**src/rtl/nn_fp_pkg.sv**
```systemverilog
// Shared FP32 field constants, classification helpers and the relu backward FSM encoding.
package nn_fp_pkg;

    localparam int SIGN_BIT = 31;
    localparam int EXP_MSB  = 30;
    localparam int EXP_LSB  = 23;
    localparam int MAN_W    = 23;

    localparam logic [31:0] FP_POS_ZERO = 32'h0000_0000;

    localparam logic ENC_FILL  = 1'b0;
    localparam logic ENC_DRAIN = 1'b1;

    typedef enum logic {
        FILL  = ENC_FILL,
        DRAIN = ENC_DRAIN
    } state_t;

    function automatic logic is_nan(input logic [31:0] v);
        return (&v[EXP_MSB:EXP_LSB]) && (|v[MAN_W-1:0]);
    endfunction

    // Both +0 and -0 count as zero.
    function automatic logic is_zero(input logic [31:0] v);
        return ~|v[EXP_MSB:0];
    endfunction

endpackage

```
**src/rtl/relu_backprop_if.sv**
```systemverilog
// Bus between the gradient source / forward capture side and relu_backprop, plus debug taps.
interface relu_backprop_if
    import nn_fp_pkg::*;
#(
    parameter int DATA_W = 32,
    parameter int DEPTH  = 16
);
    localparam int PTR_W = $clog2(DEPTH);

    // Strobes are valid-only: fwd_rdy/bwd_rdy mark a word present this cycle and
    // there is no backpressure; done/layer_done are single-cycle result strobes.
    logic              fwd_rdy;
    logic [DATA_W-1:0] fwd_x;
    logic              bwd_rdy;
    logic [DATA_W-1:0] bwd_grad;
    logic [DATA_W-1:0] dx_data;
    logic              done;
    logic              layer_done;
    logic              full;
    logic              err;
    state_t            dbg_state;
    logic [PTR_W-1:0]  dbg_wptr;
    logic [PTR_W-1:0]  dbg_rptr;

    modport master (
        output fwd_rdy, fwd_x, bwd_rdy, bwd_grad,
        input  dx_data, done, layer_done, full, err, dbg_state, dbg_wptr, dbg_rptr
    );

    modport slave (
        input  fwd_rdy, fwd_x, bwd_rdy, bwd_grad,
        output dx_data, done, layer_done, full, err, dbg_state, dbg_wptr, dbg_rptr
    );

endinterface

```
**src/rtl/relu_bwd_gate.sv**
```systemverilog
// Combinational relu'(x) gate on an FP32 gradient. Leaky slope enabled by RELU_BWD_LEAKY_EN.
module relu_bwd_gate
    import nn_fp_pkg::*;
#(
    parameter int DATA_W     = 32,
    parameter int LEAK_SHIFT = 7
) (
    input  logic [DATA_W-1:0] i_x,
    input  logic [DATA_W-1:0] i_g,
    output logic [DATA_W-1:0] o_dx
);

    if (DATA_W != 32 || LEAK_SHIFT < 0 || LEAK_SHIFT > 254) begin : g_param_chk
        $error("relu_bwd_gate: DATA_W must be 32 and LEAK_SHIFT within 0..254");
    end

    logic w_x_pos;
    assign w_x_pos = !i_x[SIGN_BIT] && !is_zero(i_x) && !is_nan(i_x);

`ifdef RELU_BWD_LEAKY_EN
    logic       w_x_neg;
    logic [7:0] w_exp_dec;
    assign w_x_neg   = i_x[SIGN_BIT] && !is_zero(i_x) && !is_nan(i_x);
    assign w_exp_dec = i_g[EXP_MSB:EXP_LSB] - 8'(LEAK_SHIFT);
`endif

    always_comb begin
        o_dx = FP_POS_ZERO;
        if (w_x_pos) begin
            o_dx = i_g;
        end
`ifdef RELU_BWD_LEAKY_EN
        else if (w_x_neg) begin
            // Scale by 2^-LEAK_SHIFT through the exponent; flush to signed zero on underflow.
            if (&i_g[EXP_MSB:EXP_LSB]) begin
                o_dx = i_g;
            end else if (i_g[EXP_MSB:EXP_LSB] <= 8'(LEAK_SHIFT)) begin
                o_dx = {i_g[SIGN_BIT], 31'b0};
            end else begin
                o_dx = {i_g[SIGN_BIT], w_exp_dec, i_g[MAN_W-1:0]};
            end
        end
`endif
    end

endmodule

```
**src/rtl/relu_backprop.sv**
```systemverilog
// ReLU backward unit: stores one layer of pre-activations, then gates gradients by relu'(x).
// Optional leaky slope via RELU_BWD_LEAKY_EN (handled inside relu_bwd_gate).
module relu_backprop
    import nn_fp_pkg::*;
#(
    parameter int DATA_W     = 32,
    parameter int DEPTH      = 16,
    parameter int LEAK_SHIFT = 7
) (
    input logic           clk,
    input logic           rst_n,
    relu_backprop_if.slave bus
);

    localparam int PTR_W = $clog2(DEPTH);
    localparam logic [PTR_W-1:0] LAST_IDX = PTR_W'(DEPTH - 1);

    logic [DATA_W-1:0] r_mem [DEPTH];
    state_t            r_state;
    state_t            w_state_nxt;
    logic [PTR_W-1:0]  r_wptr;
    logic [PTR_W-1:0]  r_rptr;
    logic [DATA_W-1:0] r_dx;
    logic              r_done;
    logic              r_layer_done;
    logic              r_full;
    logic              r_err;

    logic              w_wr_en;
    logic              w_rd_en;
    logic              w_err_set;
    logic              w_last_wr;
    logic              w_last_rd;
    logic [DATA_W-1:0] w_dx;

    relu_bwd_gate #(
        .DATA_W     (DATA_W),
        .LEAK_SHIFT (LEAK_SHIFT)
    ) u_gate (
        .i_x  (r_mem[r_rptr]),
        .i_g  (bus.bwd_grad),
        .o_dx (w_dx)
    );

    always_comb begin
        w_state_nxt = r_state;
        w_wr_en     = 1'b0;
        w_rd_en     = 1'b0;
        w_err_set   = 1'b0;
        w_last_wr   = 1'b0;
        w_last_rd   = 1'b0;
        case (r_state)
            FILL: begin
                w_wr_en   = bus.fwd_rdy;
                w_err_set = bus.bwd_rdy;
                w_last_wr = bus.fwd_rdy && (r_wptr == LAST_IDX);
                if (w_last_wr) begin
                    w_state_nxt = DRAIN;
                end
            end
            DRAIN: begin
                // A stray forward word is dropped but the gradient is still serviced.
                w_rd_en   = bus.bwd_rdy;
                w_err_set = bus.fwd_rdy;
                w_last_rd = bus.bwd_rdy && (r_rptr == LAST_IDX);
                if (w_last_rd) begin
                    w_state_nxt = FILL;
                end
            end
            default: w_state_nxt = FILL;
        endcase
    end

    always_ff @(posedge clk or negedge rst_n) begin
        if (!rst_n) begin
            r_state      <= FILL;
            r_wptr       <= '0;
            r_rptr       <= '0;
            r_dx         <= '0;
            r_done       <= 1'b0;
            r_layer_done <= 1'b0;
            r_full       <= 1'b0;
            r_err        <= 1'b0;
        end else begin
            r_state      <= w_state_nxt;
            r_done       <= w_rd_en;
            r_layer_done <= w_last_rd;
            if (w_wr_en) begin
                r_wptr <= r_wptr + 1'b1;
            end
            if (w_rd_en) begin
                r_rptr <= r_rptr + 1'b1;
                r_dx   <= w_dx;
            end
            if (w_last_wr) begin
                r_full <= 1'b1;
            end else if (w_last_rd) begin
                r_full <= 1'b0;
            end
            if (w_err_set) begin
                r_err <= 1'b1;
            end
        end
    end

    // Storage needs no reset: a reset clears the pointers, which forces a refill.
    always_ff @(posedge clk) begin
        if (w_wr_en) begin
            r_mem[r_wptr] <= bus.fwd_x;
        end
    end

    assign bus.dx_data    = r_dx;
    assign bus.done       = r_done;
    assign bus.layer_done = r_layer_done;
    assign bus.full       = r_full;
    assign bus.err        = r_err;
    assign bus.dbg_state  = r_state;
    assign bus.dbg_wptr   = r_wptr;
    assign bus.dbg_rptr   = r_rptr;

endmodule

```
**src/flat_wrapper.sv**
```systemverilog
// flat-port wrapper written by rule: the top's interface ports become plain ports
module relu_backprop_flat import nn_fp_pkg::*;
#(
    parameter int DATA_W     = 32,
    parameter int DEPTH      = 16,
    parameter int LEAK_SHIFT = 7
)
  (clk, rst_n, bus_fwd_rdy, bus_fwd_x, bus_bwd_rdy, bus_bwd_grad, bus_dx_data, bus_done, bus_layer_done, bus_full, bus_err, bus_dbg_state, bus_dbg_wptr, bus_dbg_rptr);
  relu_backprop_if #(.DATA_W(DATA_W), .DEPTH(DEPTH)) bus_i ();
  input logic clk;
  input logic rst_n;
  input wire logic [$bits(bus_i.fwd_rdy)-1:0] bus_fwd_rdy;
  input wire logic [$bits(bus_i.fwd_x)-1:0] bus_fwd_x;
  input wire logic [$bits(bus_i.bwd_rdy)-1:0] bus_bwd_rdy;
  input wire logic [$bits(bus_i.bwd_grad)-1:0] bus_bwd_grad;
  output wire logic [$bits(bus_i.dx_data)-1:0] bus_dx_data;
  output wire logic [$bits(bus_i.done)-1:0] bus_done;
  output wire logic [$bits(bus_i.layer_done)-1:0] bus_layer_done;
  output wire logic [$bits(bus_i.full)-1:0] bus_full;
  output wire logic [$bits(bus_i.err)-1:0] bus_err;
  output wire logic [$bits(bus_i.dbg_state)-1:0] bus_dbg_state;
  output wire logic [$bits(bus_i.dbg_wptr)-1:0] bus_dbg_wptr;
  output wire logic [$bits(bus_i.dbg_rptr)-1:0] bus_dbg_rptr;
  assign bus_i.fwd_rdy = bus_fwd_rdy;
  assign bus_i.fwd_x = bus_fwd_x;
  assign bus_i.bwd_rdy = bus_bwd_rdy;
  assign bus_i.bwd_grad = bus_bwd_grad;
  assign bus_dx_data = bus_i.dx_data;
  assign bus_done = bus_i.done;
  assign bus_layer_done = bus_i.layer_done;
  assign bus_full = bus_i.full;
  assign bus_err = bus_i.err;
  assign bus_dbg_state = bus_i.dbg_state;
  assign bus_dbg_wptr = bus_i.dbg_wptr;
  assign bus_dbg_rptr = bus_i.dbg_rptr;
  relu_backprop #(.DATA_W(DATA_W), .DEPTH(DEPTH), .LEAK_SHIFT(LEAK_SHIFT)) u_core (.clk(clk), .rst_n(rst_n), .bus(bus_i));
endmodule
```
**config.mk**
```make
export PLATFORM = sky130hd
export DESIGN_NAME = relu_backprop_flat
export DESIGN_NICKNAME = d
export VERILOG_FILES = /design/src/rtl/nn_fp_pkg.sv /design/src/rtl/relu_backprop_if.sv /design/src/rtl/relu_bwd_gate.sv /design/src/rtl/relu_backprop.sv /design/src/flat_wrapper.sv
export SDC_FILE = /design/constraint.sdc
export NUM_CORES = 1
export LEC_CHECK = 0
export CAP_MARGIN = 15
export CORE_ASPECT_RATIO = 1.5
export CORE_MARGIN = 4
export CORE_UTILIZATION = 45
export DETAILED_ROUTE_END_ITERATION = 10
export PLACE_DENSITY_LB_ADDON = 0.05
export RECOVER_POWER = 50
export SLEW_MARGIN = 20
export SYNTH_ARGS = -nofsm -noshare
export SYNTH_HDL_FRONTEND = slang
export SYNTH_HIERARCHICAL = 1
export SYNTH_SLANG_ARGS = --single-unit
```
**constraint.sdc**
```tcl
create_clock -name clk -period 5.88 [get_ports clk]
set_clock_uncertainty 0.2 [all_clocks]
set_input_delay 0.882 -clock clk [delete_from_list [all_inputs] [get_ports clk]]
set_output_delay 0.882 -clock clk [all_outputs]
set_load 0.02 [all_outputs]
```
==> metrics <==
Die Height ~280 um; global route overflow 0; DR DRC count 0; fin. max-slew vios 46; worst path arrival time around 5100 ps; drt total wl roughly 49000 um; Fillers 3734; Gate power share 28.3%; Post-synth EDFFs between 500 and 600; minimum hold slack 304.1 ps; initial core utilization approximately 46%; crit path buf inv count 0; most numerous cell in the Yosys netlist edfxtp_1; Yosys reg bits roughly 560; CP Capture Type register; Final Power 11.51 mW; WP data required about 6200 ps; setup bufs post-CTS 0; clk root buf clkbuf_16; number of global-route vias before repair about 11k; violated checks capacitance limit, slew limit; average size of a mapped cell about 22 sq um; worst hold-check path type reg2reg; Worst R2R End u_core/bus.dx_data[20]$_DFFE_PN0P_; critical path depth 8; Syn Std Cell Area 21710 sq um; Leakage Power between 8 and 9 nW; nets 1196; vias after detailed routing a little over 10k; die area between 50000 and 60000 sq um; maximum fanout along the worst path 35; top-area cell type share of the netlist area between 70% and 80%; Final Setup Violations 0; Top delay family on crit path simple AND/OR/NAND/NOR gates; Critical Path, Cell by Cell nand2b_2 -> o22ai_1 -> nor2_1 -> nor4_1 -> nand4_1 -> o21a_2 -> nor4b_1 -> mux2_2; sw frac a little under 30%; RSZ-0062 raised after global routing false; leading area contributor after synthesis edfxtp_1; Clk Latency, worst-skew pair approximately 570 ps; setup TNS 0 ps; CP Capture Point u_core/bus.dx_data[20]$_DFFE_PN0P_; Max H-tree Level 2; Synth Net Count roughly 1.1k; std cell rows approximately 100; drt first-iter violations roughly 720; core area around 48000 sq um; reg2reg path depth 8; I/O Buffers between 100 and 150; Clock Pin Slew Worst Setup and Hold Paths around 60 ps; Final Non-Filler Cells 1760; proportion of power drawn by the clock network 28.1%; cell count after synthesis between 900 and 1k; Worst Max-Slew Pin Slew between 2000 and 3000 ps; CTS Buf Count between 50 and 60; Total Routing Usage GR between 10% and 20%; first-pass GRT wire length about 73000 um; FF-to-FF Start u_core/bus.dbg_rptr[0]$_DFFE_PN0P_; ys flop type edfxtp_1; Vias/cell about 5.9; Layout area overhead 15.92%; share of the yosys chip area belonging to registers roughly 76%; placed cell count 1669; Hold Vio Cnt, Final 0; I/O pin count 113; first drt pass iteration count 4; Min Clock Period, post-route between 4000 and 5000 ps; GPL Wtd Cong just under 0.7; kind of critical path reg2reg; Critical Path Slowest Stage Cell nand2b_2; FFs w/ async S/R, synth just over 8%; sequential power share between 40% and 50%; R2R Setup Slk roughly 1100 ps; share of cells above drive strength 1 between 20% and 30%; Tcrit/Tclk final around four fifths; placed wire-length estimate about 27000 um; PostCTS Resize Cnt 0; Max rail drop VDD ~260 uV; initial antenna violation count 4; Area contributors post-synth edfxtp_1 (71%), mux4_2 (11%), dfrtp_1 (5.2%); outcome complete, but fails checks; largest net degree at the start of global routing between 40 and 50; Worst Setup Start Kind register; CTS sink count between 500 and 600; DR WL/cell ~28 um; cts hold-fix bufs 0; Post-synth top cells edfxtp_1 (512), mux4_2 (106), o22ai_1 (64), dfrtp_1 (45), nor2_1 (43); Yosys cell types 33; Synth Warn # 6; fmax between 0.2 and 0.25 GHz; Slew HR -67.95%; PD cells 457.4 nW/um^2; cell internal pwr 8.102 mW; CP max stage delay around 870 ps; Die W 187.3 um; antenna viol nets, final 0; Max clock buf depth 3; Psw 3.410 mW; worst setup path startpoint u_core/bus.dbg_rptr[0]$_DFFE_PN0P_; clock tree from TritonCTS built; max_cap viols 1
[power by group through the flow]
stage	logic, mW	clock network [mW]	registers [mW]
global route	3.47	3.49	5.08
global placement	3.28	0	5.11
CTS	3.34	3.33	5.04
finish	3.26	3.24	5.02
floorplan	2.32	0	5.03
detailed placement	3.33	0	5.12
[cells by family (layout without fill, tap and decap cells)]
| family | count (synthesis) | in the layout | share of synthesized area, % |
|---|---|---|---|
| AO/OA/AOI/OAI | 70 | 70 | 2.023 |
| AND/OR/NAND/NOR | 119 | 119 | 4.017 |
| other | 0 | 1 | 0 |
| buffers and inverters | 62 | 241 | 2.057 |
| multiplexers | 161 | 161 | 15.37 |
| adder cells (fa/ha/maj) | 5 | 5 | 0.2882 |
| flip-flops | 557 | 557 | 76.00 |
| XOR/XNOR | 6 | 6 | 0.2420 |
[area by class of cell]
| cell class | instances | area, sq um | share of cell area [%] |
|---|---|---|---|
| Clock inverter | 23 | 216.5 | 0.8601 |
| Multi-Input combinational cell | 361 | 4872 | 19.36 |
| Clock buffer | 67 | 1399 | 5.558 |
| Sequential cell | 557 | 16510 | 65.61 |
| Timing Repair Buffer | 148 | 1404 | 5.578 |
| Tap cell | 600 | 750.7 | 2.983 |
| Inverter | 3 | 11.26 | 0.04474 |
| Antenna cell | 1 | 2.502 | 0.009943 |
[state kept, by name, summed over array words and instances (netlist names)]
name / cells
u_core/bus.dx_data: 32
u_core/bus.dbg_state: 1
u_core/bus.dbg_rptr: 4
u_core/bus.dbg_wptr: 4
u_core/bus.done: 1
u_core/bus.full: 1
u_core/r_mem: 512
u_core/bus.err: 1
u_core/bus.layer_done: 1
[routing by layer]
| metal | global-route usage [%] | wire length [um] |
|---|---|---|
| met5 | 0 | 13 |
| met1 | 24.93 | 20630 |
| met4 | 4.117 | 971 |
| met2 | 33.27 | 25330 |
| met3 | 2.724 | 2079 |
[layout by cell type, fill, tap and decap left out, drive strengths merged, types with 2 or more instances in the layout]
cell,netlist,layout
xnor2,6,6
buf,40,33
edfxtp,512,512
ha,5,5
clkdlybuf4s50,0,77
mux2,33,33
nor4,9,9
mux4,128,128
nor4b,32,32
nand2b,5,5
nand2,11,11
inv,3,5
o22ai,64,64
o21ai,3,3
clkinv,0,16
nand4,6,6
nor3,8,8
nor2,43,43
dlygate4sd3,0,34
nor2b,2,2
bufinv,0,4
dfrtp,45,45
clkbuf,19,71
[worst register-to-register path, cell delays in order (launching register included)]
cell	delay (ps)
dfrtp_4	770
nand2b_2	880
o22ai_1	350
nor2_1	90
nor4_1	760
nand4_1	440
o21a_2	640
nor4b_1	410
mux2_2	200
[worst min path at each step]
stage	start	endpoint	slack, ps	depth (start not counted)
3_3_place_gp	u_core/bus.err$_DFFE_PN0P_	u_core/bus.err$_DFFE_PN0P_	280	1
4_1_cts	rst_n	u_core/bus.done$_DFF_PN0_	200	2
6_report	u_core/bus.dx_data[4]$_DFFE_PN0P_	u_core/bus.dx_data[4]$_DFFE_PN0P_	300	1
3_5_place_dp	u_core/bus.err$_DFFE_PN0P_	u_core/bus.err$_DFFE_PN0P_	290	1
5_1_grt	u_core/bus.dx_data[27]$_DFFE_PN0P_	u_core/bus.dx_data[27]$_DFFE_PN0P_	320	1
2_1_floorplan	rst_n	u_core/bus.dbg_rptr[0]$_DFFE_PN0P_	390	0
[through the flow]
step | instance area (sq um) | utilization, % | setup WS, ps
after global placement | 23550 | 49.38 | 1118
after detailed placement | 23580 | 49.44 | 1055
final | 25170 | 52.76 | 1067
after floorplan | 21710 | - | 1140
after global routing | 25170 | 52.76 | 880.6
after CTS | 25200 | 52.83 | 1035
(Power assumes the default switching activity.)
==> RTL change (config.mk and constraints unchanged) <==
`DEPTH` is set to 16 in 3 places; all go to 8.
--- a/src/rtl/relu_backprop_if.sv
+++ b/src/rtl/relu_backprop_if.sv
@@ -3,7 +3,7 @@
     import nn_fp_pkg::*;
 #(
     parameter int DATA_W = 32,
-    parameter int DEPTH  = 16
+    parameter int DEPTH  = 8
 );
     localparam int PTR_W = $clog2(DEPTH);
 
--- a/src/rtl/relu_backprop.sv
+++ b/src/rtl/relu_backprop.sv
@@ -4,7 +4,7 @@
     import nn_fp_pkg::*;
 #(
     parameter int DATA_W     = 32,
-    parameter int DEPTH      = 16,
+    parameter int DEPTH      = 8,
     parameter int LEAK_SHIFT = 7
 ) (
     input logic           clk,
--- a/src/flat_wrapper.sv
+++ b/src/flat_wrapper.sv
@@ -2,7 +2,7 @@
 module relu_backprop_flat import nn_fp_pkg::*;
 #(
     parameter int DATA_W     = 32,
-    parameter int DEPTH      = 16,
+    parameter int DEPTH      = 8,
     parameter int LEAK_SHIFT = 7
 )
   (clk, rst_n, bus_fwd_rdy, bus_fwd_x, bus_bwd_rdy, bus_bwd_grad, bus_dx_data, bus_done, bus_layer_done, bus_full, bus_err, bus_dbg_state, bus_dbg_wptr, bus_dbg_rptr);
Ports: changed (resized bus_dbg_rptr and bus_dbg_wptr); port bits go from 113 to 111. The function was not compared with the original's and may differ.
==> RTL change against the original RTL <==
The run still ends with max-capacitance violations, max-slew violations left. Routed wire length down 52%. First-iteration DRC count down 56%. Setup slack improved by 0.44 ns. Area after synthesis decreased by 44%. Die area shrank 43%. Sequential cell count shrank 258. Final area is 43% lower. Total power down 43%. Largest power group unchanged.
==> RTL change: results (changes against the original RTL) <==
| Metric | Value |
|---|---|
| GP Congestion | 0.742 (was 0.687) |
| First-pass GRT wire length | 36.6 mm (was 73.3 mm) |
| Post-DP HPWL | 13.9 mm (was 26.6 mm) |
| Lkg Pwr | 4.79 nW (was 8.06 nW) |
| Post-synthesis sequential area ratio | 0.727 (was 0.760) |
| Vias in the first global route | 6108 (was 11000) |
| Yosys cell types | 32 (was 33) |
| CP max stage delay | 0.81 ns (was 0.87 ns) |
| Post-synth EDFFs | 256 (was 512) |
| Slew Limit Fails | 98 (was 46) |
| Hold Path End | u_core/bus.err (was u_core/bus.dx_data[4]) |
| # fillers | 2048 (was 3734) |
| DR vias/cell | 5.50 (was 5.87) |
| Worst vdd ir | 0.000281 V (was 0.000258 V) |
| Reg2reg setup slack | 1.51 ns (was 1.07 ns) |
| Ys async rst share | 0.144 (was 0.0808) |
| Most instantiated cells after synthesis | 256 x edfxtp_1, 68 x mux2_2, 43 x dfrtp_1, 39 x mux4_2, 30 x nor4b_2 (was 512 x edfxtp_1, 106 x mux4_2, 64 x o22ai_1, 45 x dfrtp_1, 43 x nor2_1) |
| Count of max-cap constraint violations | 3 (was 1) |
| Clk_lat worst skew | 0.54 ns (was 0.57 ns) |
| Synth top area cells | edfxtp_1 64%, dfrtp_1 8.9%, mux4_2 7.3%, mux2_2 6.4%, mux4_1 5.5% (was edfxtp_1 71%, mux4_2 11%, dfrtp_1 5.2%, mux4_1 2.7%, nor4b_2 2.1%) |
| Largest net degree at the start of global routing | 44 (was 46) |
| Met1 capacity usage during global routing | 0.212 (was 0.249) |
| Port Buffer Count | 110 (was 112) |
| Failing checks | max-capacitance violations, max-slew violations (unchanged) |
| Status | complete, but fails checks (unchanged) |
| GR met3 Demand/Resource | 0.0262 (was 0.0272) |
| Slowest CP cell | dfrtp_4 (was nand2b_2) |
| Worst-path fanout max | 32 (was 35) |
| H-tree depth | 1 (was 2) |
| NumNets Final | 734 (was 1196) |
| Antenna violations before repair | 2 (was 4) |
| Tot GR Track Use | 0.161 (was 0.188) |
| Met2 usage | 0.279 (was 0.333) |
| Total Wirelength | 23.6 mm (was 49.0 mm) |
## RTL change: per-stage QoR
stage                     total power [mW]  instance area, sq um  setup slack [ns]  instances  hold WS (ns)
final                                 6.52                 14400              1.51       1022         0.290
after global routing                  6.85                 14400              1.26       1022         0.318
after CTS                             6.64                 14400              1.43       1021         0.298
after detailed placement              4.98                 13500              1.46        969         0.284
after global placement                4.93                 13500              1.55        969         0.254
after floorplan                       4.27                 12100              1.64        539         0.386
## RTL change: final cells by class
| type | count | area, sq um | area share |
|---|---|---|---|
| diodes | 1 | 2.50 | 0.000174 |
| flip-flops and latches | 299 | 8770 | 0.611 |
| clock inverters | 17 | 77.6 | 0.00541 |
| clock buffers | 35 | 748 | 0.0521 |
| inverters | 1 | 3.75 | 0.000262 |
| multi-input cells | 208 | 3110 | 0.217 |
| repair buffers | 124 | 1220 | 0.0851 |
| well taps | 337 | 422 | 0.0294 |
## RTL change: routing by layer
metal / wire (um) / up-vias
li1: - / 2521
met1: 9940 / 2948
met2: 12200 / 128
met3: 1100 / 25
met4: 397 / 0
met5: 0 / -
## RTL change: worst max-delay path by stage
| stage | startpoint | to | slack, ns | cells past startpoint |
|---|---|---|---|---|
| after CTS | u_core/bus.dbg_rptr[0] | u_core/bus.dx_data[20] | 1.43 | 8 |
| after global routing | u_core/bus.dbg_rptr[0] | u_core/bus.dx_data[31] | 1.26 | 8 |
| after floorplan | bus_fwd_rdy | u_core/r_mem[0][0] | 1.64 | 2 |
| final | u_core/bus.dbg_rptr[0] | u_core/bus.dx_data[20] | 1.51 | 8 |
| after detailed placement | u_core/bus.dbg_rptr[0] | u_core/bus.dx_data[20] | 1.46 | 8 |
| after global placement | u_core/bus.dbg_rptr[0] | u_core/bus.dx_data[20] | 1.55 | 8 |
## RTL change: worst reg2reg max path: cells and delay by family, from the launching register on
kind / cells / cell delay [ns]
AO/OA/AOI/OAI: 1 / 0.60
buffers and inverters: 1 / 0.41
flip-flops: 1 / 0.81
multiplexers: 3 / 1.07
AND/OR/NAND/NOR: 3 / 1.20
## RTL change: power by group
part           leakage, nW  switching, mW  internal, mW
clock                0.413          0.742         0.898
combinational         1.53          0.929          1.12
sequential            2.85          0.235          2.59
## RTL change: logic make-up (layout without fill, tap and decap cells)
family	count (synthesis)	in the layout	synth area share
adders and majority gates	4	4	0.00415
other	0	1	0
DFF	299	299	0.727
and+or+nand+nor	66	66	0.0546
xor gates and xnor gates	2	2	0.00145
buffers and inverters	32	177	0.0196
muxes	132	132	0.191
AOI/OAI and AO/OA	4	4	0.00218
